--- src/rtl/mux_tree_cfg_chain.sv ---
// mux_tree_cfg_chain: NUM_IN:1 routing mux whose select code lives in a
// shadow register. The shadow is loaded from a serial configuration shift
// chain (ccff_head -> ccff_tail) only on an explicit commit. Codes at or above
// NUM_IN route the constant idle level 1. An optional output register
// pipelines the data path.
module mux_tree_cfg_chain #(
  parameter int NUM_IN  = 40,
  parameter bit REG_OUT = 1'b0,
  localparam int SEL_W  = $clog2(NUM_IN + 1)
) (
  input  logic              prog_clk,
  input  logic              pReset,
  input  logic [NUM_IN-1:0] in,
  input  logic              ccff_head,
  input  logic              cfg_en,
  input  logic              cfg_load,
  output logic              ccff_tail,
  output logic              cfg_full,
  output logic [SEL_W-1:0]  sel,
  output logic              out
);

  localparam int CNT_W = $clog2(SEL_W + 1);

  logic [SEL_W-1:0] sr_q,  sr_d;
  logic [SEL_W-1:0] sel_q, sel_d;
  logic [CNT_W-1:0] cnt_q, cnt_d;
  logic             full_s;
  logic             mux_s;

  assign full_s    = (cnt_q == CNT_W'(SEL_W));
  assign cfg_full  = full_s;
  assign ccff_tail = sr_q[SEL_W-1];
  assign sel       = sel_q;

  // Next-state for the shift chain, shadow select and shifted-bit counter.
  // The shadow takes the pre-edge shift value, so a coincident shift and
  // commit loads the old contents while the chain still advances.
  always_comb begin
    sr_d  = sr_q;
    sel_d = sel_q;
    cnt_d = cnt_q;
    if (cfg_en) begin
      sr_d = {sr_q[SEL_W-2:0], ccff_head};
    end else begin
      sr_d = sr_q;
    end
    if (cfg_load) begin
      sel_d = sr_q;
    end else begin
      sel_d = sel_q;
    end
    // A commit always clears the counter, even if a shift happens alongside.
    if (cfg_load) begin
      cnt_d = '0;
    end else if (cfg_en && !full_s) begin
      cnt_d = cnt_q + CNT_W'(1);
    end else begin
      cnt_d = cnt_q;
    end
  end

  // Configuration state registers; reset discards any partial configuration.
  always_ff @(posedge prog_clk or posedge pReset) begin
    if (pReset) begin
      sr_q  <= '0;
      sel_q <= '0;
      cnt_q <= '0;
    end else begin
      sr_q  <= sr_d;
      sel_q <= sel_d;
      cnt_q <= cnt_d;
    end
  end

  // Routing mux: unmatched codes fall through to the idle level 1, so no
  // select value can produce an X.
  always_comb begin
    mux_s = 1'b1;
    for (int k = 0; k < NUM_IN; k++) begin
      mux_s = (sel_q == SEL_W'(k)) ? in[k] : mux_s;
    end
  end

  if (REG_OUT) begin : g_reg_out
    logic out_q;

    // Pipelined data path: sample the routed input on every edge.
    always_ff @(posedge prog_clk or posedge pReset) begin
      if (pReset) begin
        out_q <= 1'b0;
      end else begin
        out_q <= mux_s;
      end
    end

    assign out = out_q;
  end else begin : g_comb_out
    assign out = mux_s;
  end

endmodule

--- config.mk ---
export PLATFORM = sky130hd
export DESIGN_NAME = mux_tree_cfg_chain
export DESIGN_NICKNAME = d
export VERILOG_FILES = /design/src/rtl/mux_tree_cfg_chain.sv
export SDC_FILE = /design/constraint.sdc
export NUM_CORES = 1
export LEC_CHECK = 0
export ABC_AREA = 1
export CAP_MARGIN = 20
export CELL_PAD_IN_SITES_DETAIL_PLACEMENT = 1
export CELL_PAD_IN_SITES_GLOBAL_PLACEMENT = 2
export CORE_ASPECT_RATIO = 1.5
export CORE_UTILIZATION = 22
export CTS_CLUSTER_SIZE = 40
export DETAILED_ROUTE_END_ITERATION = 12
export MAX_ROUTING_LAYER = met4
export PLACE_DENSITY_LB_ADDON = 0.25
export SYNTH_ARGS = -nofsm -noshare
export SYNTH_HDL_FRONTEND = slang
export SYNTH_SLANG_ARGS = --single-unit
--- constraint.sdc ---
create_clock -name prog_clk -period 4.7 [get_ports prog_clk]
set_clock_uncertainty 0.2 [all_clocks]
set_input_delay 0.94 -clock prog_clk [delete_from_list [all_inputs] [get_ports prog_clk]]
set_output_delay 0.94 -clock prog_clk [all_outputs]
set_load 0.05 [all_outputs]
Yosys cells after proc, flatten, opt, wreduce, memory -nomap -nowiden
Cells that the tools add are included.
{"block": "classes", "add_sub_neg": 1, "n_reduce_logical": 4, "n_eq_ne": 40, "mux": 42}
{"cell": "6-bit by 5-bit equality test with 1-bit output (second input constant)", "n": 16}
{"cell": "6-bit by 4-bit equality test with 1-bit output (second input constant)", "n": 8}
{"cell": "6-bit equality test (second input constant)", "n": 8}
{"cell": "1-bit 2-to-1 mux", "n": 40}
{"cell": "6-bit by 3-bit equality test with 1-bit output (second input constant)", "n": 4}
{"cell": "6-bit by 2-bit equality test with 1-bit output (second input constant)", "n": 2}
{"cell": "6-bit by 1-bit equality test with 1-bit output (second input constant)", "n": 1}
{"cell": "6-bit logical NOT", "n": 1}
{"cell": "3-bit 2-to-1 mux", "n": 2}
{"cell": "3-bit by 1-bit adder with 3-bit output (second input constant)", "n": 1}
{"cell": "3-bit equality test (second input constant)", "n": 1}
{"cell": "2-bit nonzero test", "n": 1}
{"cell": "1-bit logical AND", "n": 1}
{"cell": "1-bit logical NOT", "n": 1}
{"block": "totals", "input_bits": 45, "ff_bits": 15}

Longest topological paths before layout
Gate-level depths: netlist of run 1.
{"block": "logic_depth", "word_depth": 41, "depth_mapped": 28, "depth_no_buf": 28}

Worst setup path after synthesis of run 1
Ideal clock, no wire load.
{"block": "synth_timing", "path_kind": "input port to output port", "startpoint": "input port in[0]", "endpoint": "output port out", "path_stages": 26, "arrival_time_ns": 3.073, "setup_slack_ns": 0.487, "path_buffers": 0, "cell_sequence": "inv_1 nand3_1 nand2_1 nor2_1 nand2_1 nand2_1 nand2_1 nand2_1 nand4_1 nand2_1 nand4_1 nor2_1 nand4_1 nor2_1 nand4_1 nor2_1 nand4_1 nand2_1 nand2_1 nand2_1 nand4_1 nand2_1 nand4_1 nor2_1 nand3_1 nor2_1"}
{"block": "synth_between", "elab_chain_cells": 40}
{"item": "from (decl)", "line": "13", "text": "input logic [NUM_IN-1:0] in,"}
{"item": "1-bit 2-to-1 mux (40 in a row)", "line": "81", "text": "mux_s = (sel_q == SEL_W'(k)) ? in[k] : mux_s;"}
{"item": "to (decl)", "line": "20", "text": "output logic out"}
No other way between the ends.

Worst setup path after layout of run 1
{"block": "layout_timing", "startpoint": "input port in[7]", "endpoint": "output port out"}
{"block": "layout_between", "elab_chain_cells": 33}
{"item": "1-bit 2-to-1 mux (33 in a row)", "line": "81"}
No other way between the ends.

==> results of run 1 <==
-- where the power goes --
| part | internal [mW] | leakage (nW) | total, mW | switching [mW] |
|---|---|---|---|---|
| logic | 0.108 | 0.659 | 0.273 | 0.166 |
| clock network | 0.0587 | 0.0255 | 0.105 | 0.0466 |
| registers | 0.146 | 0.188 | 0.164 | 0.0180 |
-- area by class of cell --
| type | count | area (um2) |
|---|---|---|
| inverter | 34 | 128 |
| clock inverter | 1 | 5.00 |
| multi-input combinational | 138 | 722 |
| fill | 670 | 3280 |
| tap | 68 | 85.1 |
| clock buffer | 3 | 41.3 |
| timing repair buffer | 56 | 562 |
| sequential | 15 | 380 |
-- worst max-delay path by stage --
stage	start	end	depth (start not counted)
final	in[7]	out	21
after global routing	in[1]	out	28
after global placement	in[1]	out	28
after floorplan	in[0]	out	26
after CTS	in[5]	out	24
after detailed placement	in[1]	out	28
-- per-stage QoR --
stage | util (%) | worst slack [ps]
after floorplan | - | 487
after global routing | 36.9 | -30.3
final | 36.9 | 294
after global placement | 35.5 | -186
after CTS | 36.4 | 8.42
after detailed placement | 35.5 | -155
-- state kept, by name (all words and copies together) (netlist names) --
signal  count
sel         6
cnt_q       3
sr_q        6
-- synthesized netlist by cell type (all sizes together) --
cell type / number
nand2: 51
inv: 34
nor2: 25
dfrtp: 15
nand4: 14
o21ai: 10
nand3: 9
nand3b: 8
or3: 7
nor3: 4
clkbuf: 2
ha: 2
nor4: 2
o22ai: 2
a211oi: 1
a31o: 1
a31oi: 1
buf: 1
xor2: 1
-- worst reg2reg max path, stage by stage, from the launching register on --
cell and delay [ps]:
dfrtp_1 360, inv_1 70, ha_1 200, nand2_1 90, inv_1 60, nor2_1 240, xor2_1 180, nor2_1 50
-- kinds of logic after synthesis --
group	after synthesis	synth area share, %
buffers and inverters	37	11.6
AOI/OAI and AO/OA	15	7.02
DFF	15	31.0
and+or+nand+nor	120	47.7
xor gates and xnor gates	1	0.723
adders and majority gates	2	2.06
-- repair_timing --
item | in CTS | in global routing
endpoints found under the setup margin | 1 | 1
resized for setup | 7 | 26
pin swaps | 15 | 20
hold buffers | 0 | 0
-- per-layer routing --
layer	track usage, %	part of all wire [%]
met1	19.2	40
met2	32.5	55
met3	1.85	3.1
met4	6.01	1.7
met5	-	0
==> flow_summary.yaml, run 1 <==
outcome:
  outcome: "finished, final reports clean"
setup_path:
  path_max_fanout: 1
  crit_path_top_delay_cell: "clkdlybuf4s50_1"
  crit_arrival_ps: 3270
  rr_startpoint: "cnt_q[0]"
  r2r-end: "cnt_q[0]"
  cpLargestDelayFamily: "simple AND/OR/NAND/NOR gates"
  r2r_setup_slack_ps: 3120
  worstPathCellList: "clkdlybuf4s50_1 > nand3b_1 > nand4_1 > nand2_2 > nand4_1 > nor2_1 > nand4_1 > nor2_1 > nand4_1 > nor2_1 > nand4_1 > nand2_1 > nand2_1 > nand2_1 > nand4_1 > nand2_1 > nand4_1 > nor2_1 > nand3_1 > nor2_2 > buf_12"
  startpoint_type: "input port"
  r2r_cells: 7
  cp.buffers_inverters: 2
  endpoint_kind: "primary output"
  critPathKind: "in2out"
  cpMostUsedCell: "nand4_1"
  slowest_delay_ps: 450
  required_ps: 3560
power:
  leakagePower_nw: 0.872
  peakVddDrop_uv: 166
  power_density_nw_per_um2: 282
  p_total_uw: 542
routing:
  route.detailed.drc: 0
  vias_per_cell: 4.51
  drt_iter0_markers: 85
  ant_nets: 0
  wl_per_cell_um: 14.3
  drt_pre_antenna_iters: 5
  num_vias: 1421
  drt-total-wl_um: 4490
floorplanning:
  initial_utilization_pct: 23.3
  fp-row-count: 32
  die_area_um2: 5820
  dieHeight_um: 92.9
  coreArea_um2: 5200
  die-width_um: 62.6
  io_pins: 54
sta:
  rsz0062_at_grt: "true"
  worstMarginPinSlew_ps: 607
  maxSlewViolCount: 0
  min_period_ps: 4410
  timing.fmax_ghz: 0.227
  finalSetupViolations: 0
  setup_tns_ps: 0
  period_share_pct: 93.7
  max_slew_margin_pct: 59.5
  timing.hold.ws_ps: 289
  hold_viol: 0
global_routing:
  antenna_found_initial: 0
  grt_pass1_vias: 1612
  grt_pass1_wl_um: 7820
  grt_start_max_net_pins: 16
  grt_usage_pct: 17.5
  overflow: 0
synth:
  synth_cells: 190
  ys_seq_area_share_pct: 31.0
  synth_fp_nets: 237
  ys_types: 24
  synth.area.top_cells: "dfrtp_1, nand2_1, inv_1, nand4_1, nor2_1"
  synth.largest_area_cell: "dfrtp_1"
  synth_warnings: 0
  synth_top_area_share_pct: 31.0
  ys_seq_elements: 15
  syn_area_um2: 1210
  synth_area_per_cell_um2: 6.38
placement:
  portBuffers: 53
  place_inst: 311
  place_area_um2: 1850
  dp_hpwl_um: 3600
  place.gp.congestion: 0.762
clocking:
  clock_latency_ps: 250
  root_buffer: "clkbuf_8"
  post-cts-setup-buffers: 0
  cts.path.max_buffers: 2
  clock_sinks: 15
  clkSlewWorstSetupHoldPaths_ps: 60
  cts_tree: "yes"
  htreeDepth: 1
  tritoncts.num_buffers: 3
finish:
  final_common_cell: "nand2_1"
  layout.cells.non_filler: 315
  final_cell_mix: "nand2_1, clkdlybuf4s50_1, inv_1, nor2_1, nand4_1"
  antenna_cells: 0
  final_cell_area_um2: 1920
  syn_to_final_growth_pct: 58.6
  final_layout_size_suffix_gt1_share_pct: 15.8
  finalNetCount: 295
hold_path:
  worstHoldPathCells: 1
  hp-start: "cnt_q[2]"
  hold_path.class: "reg2reg"
  hold_end: "cnt_q[2]"
job:
  drv_cap: 0
Note: power is estimated with default switching activity, not from simulation.
==> run 2: changes to the inputs <==
==> constraint.sdc (replaced) <==
create_clock -name prog_clk -period 4.7 [get_ports prog_clk]
set_clock_uncertainty 0.2 [all_clocks]
set_input_delay 0.94 -clock prog_clk [delete_from_list [all_inputs] [get_ports prog_clk]]
set_output_delay 0.94 -clock prog_clk [all_outputs]
set_load 0.02 [all_outputs]
==> flow_summary.yaml, run 2 (synthesis gave the netlist of run 1 again) <==
outcome:
  outcome: "finished, final reports clean"
clocking:
  post-cts-setup-buffers: 0
  root_buffer: "clkbuf_8"
  clock_latency_ps: 250
  tritoncts.num_buffers: 3
  cts.path.max_buffers: 2
  htreeDepth: 1
  clock_sinks: 15
  cts_tree: "yes"
  clkSlewWorstSetupHoldPaths_ps: 60
setup_path:
  path_max_fanout: 1
  startpoint_type: "input port"
  crit_arrival_ps: 3220
  endpoint_kind: "primary output"
  required_ps: 3560
  critPathKind: "in2out"
global_routing:
  grt_usage_pct: 16.8
  overflow: 0
  antenna_found_initial: 0
  grt_pass1_wl_um: 7360
  grt_start_max_net_pins: 16
  grt_pass1_vias: 1524
finish:
  finalNetCount: 298
  antenna_cells: 0
  ff_latch_area_um2: 375
  final_common_cell: "nand2_1"
  multi_input_area_um2: 702
  fill_cells: 665
  final_cell_mix: "nand2_1, clkdlybuf4s50_1, inv_1, nor2_1, dfrtp_1"
  final_cell_area_um2: 1920
  syn_to_final_growth_pct: 58.7
  final_layout_size_suffix_gt1_share_pct: 10.4
placement:
  place.gp.congestion: 0.885
  place_area_um2: 1860
  portBuffers: 53
  dp_hpwl_um: 3870
  place_ws_ps: -383
floorplanning:
  coreArea_um2: 5200
  io_pins: 54
  initial_utilization_pct: 23.3
  fp-row-count: 32
  dieHeight_um: 92.9
  die-width_um: 62.6
  die_area_um2: 5820
power:
  p_comb_share_pct: 46.5
  p_seq_share_pct: 32.3
  leakagePower_nw: 0.906
  peakVddDrop_uv: 246
  p_switching_uw: 193
  power_density_nw_per_um2: 259
  internal_power_uw: 306
  clockPowerShare_pct: 21.2
  p_sw_share_pct: 38.7
routing:
  ant_nets: 0
  vias_per_cell: 4.59
  num_vias: 1459
  drt_iter0_markers: 29
  route.detailed.drc: 0
  drt-total-wl_um: 4590
  wl_per_cell_um: 14.4
  drt_pre_antenna_iters: 4
sta:
  hold_viol: 0
  min_period_ps: 4360
  period_share_pct: 92.9
  worstMarginPinSlew_ps: 602
  timing.fmax_ghz: 0.229
  maxSlewViolCount: 0
  fin_ws_ps: 335
  rsz0062_at_grt: "false"
  finalSetupViolations: 0
  timing.hold.ws_ps: 285
  max_slew_margin_pct: 59.8
job:
  drv_cap: 0
hold_path:
  hold_path.class: "reg2reg"
-- run 2: cell types whose count changed in the layout (fill, tap and decap cells not counted), moves of 3 or more --
cell            delta
buf_4              +4
dfrtp_1            +4
dfrtp_2            -4
dlymetal6s2s_1     +3
inv_1              +3
inv_2              -3
nand2_1            +3
nand2_2            -3
-- run 2: path summary, 6_finish.rpt --
| kind | cells after the start | start | to | slack [ps] |
|---|---|---|---|---|
| setup / recovery | 22 | in[9] | out | 340 |
| hold / removal | 2 | sr_q[0] | sel[0] | 290 |
| setup reg to reg | 7 | cnt_q[0] | cnt_q[0] | 3120 |
| hold reg to reg | 2 | sr_q[0] | sel[0] | 290 |
| max in group asynchronous | 2 | pReset | sel[0] | 3050 |
| min in group asynchronous | 2 | pReset | cnt_q[1] | 860 |
-- run 2: area by class of cell --
type	instances	share of cell area, %
multi-input combinational	138	36.5
timing repair buffer	59	30.6
sequential	15	19.5
inverter	34	6.63
tap	68	4.42
clock buffer	3	2.15
clock inverter	1	0.260
-- run 2: what timing repair did --
action | 4_1_cts | 5_1_grt
pin swaps | 0 | 17
endpoints found under the hold margin | 0 | 0
hold buffers | 0 | 0
resized for setup | 4 | 9
setup endpoints to repair | 1 | 1
-- run 2: worst max-delay path, stage by stage --
cell	delay, ps
clkdlybuf4s50_1	460
nor2_1	40
nor2_1	80
nand4_1	100
nand2_1	100
nand4_1	80
nor2_1	120
nand4_1	80
nor2_1	110
nand4_1	80
nor2_1	110
nand4_1	100
nand2_1	80
nand2_1	50
nand2_1	50
nand4_1	70
nand2_1	80
nand4_1	70
nor2_1	110
nand3_1	80
nor2_1	100
buf_4	150
-- run 2: metal layers --
layer | up-vias | GRT usage (%) | part of all wire, %
met4 | 0 | 3.88 | 1.0
met5 | - | - | 0
met2 | 37 | 34.0 | 57
met1 | 677 | 17.2 | 39
li1 | 739 | - | -
met3 | 6 | 1.11 | 3.2
-- run 2: power by group through the flow --
stage | logic (mW) | registers (mW) | clock network (mW)
global placement | 0.232 | 0.163 | 0
detailed placement | 0.235 | 0.164 | 0
finish | 0.232 | 0.161 | 0.106
global route | 0.257 | 0.165 | 0.110
CTS | 0.231 | 0.162 | 0.110
floorplan | 0.111 | 0.171 | 0
-- run 2: per-stage QoR --
step                      total power [mW]  utilization [%]  TNS, ps  instances
after floorplan                      0.283                -        0        190
after global placement               0.396             35.7     -264        314
after detailed placement             0.399             35.7     -383        314
after CTS                            0.503             36.5        0        318
after global routing                 0.532             37.0        0        318
final                                0.499             37.0        0        318
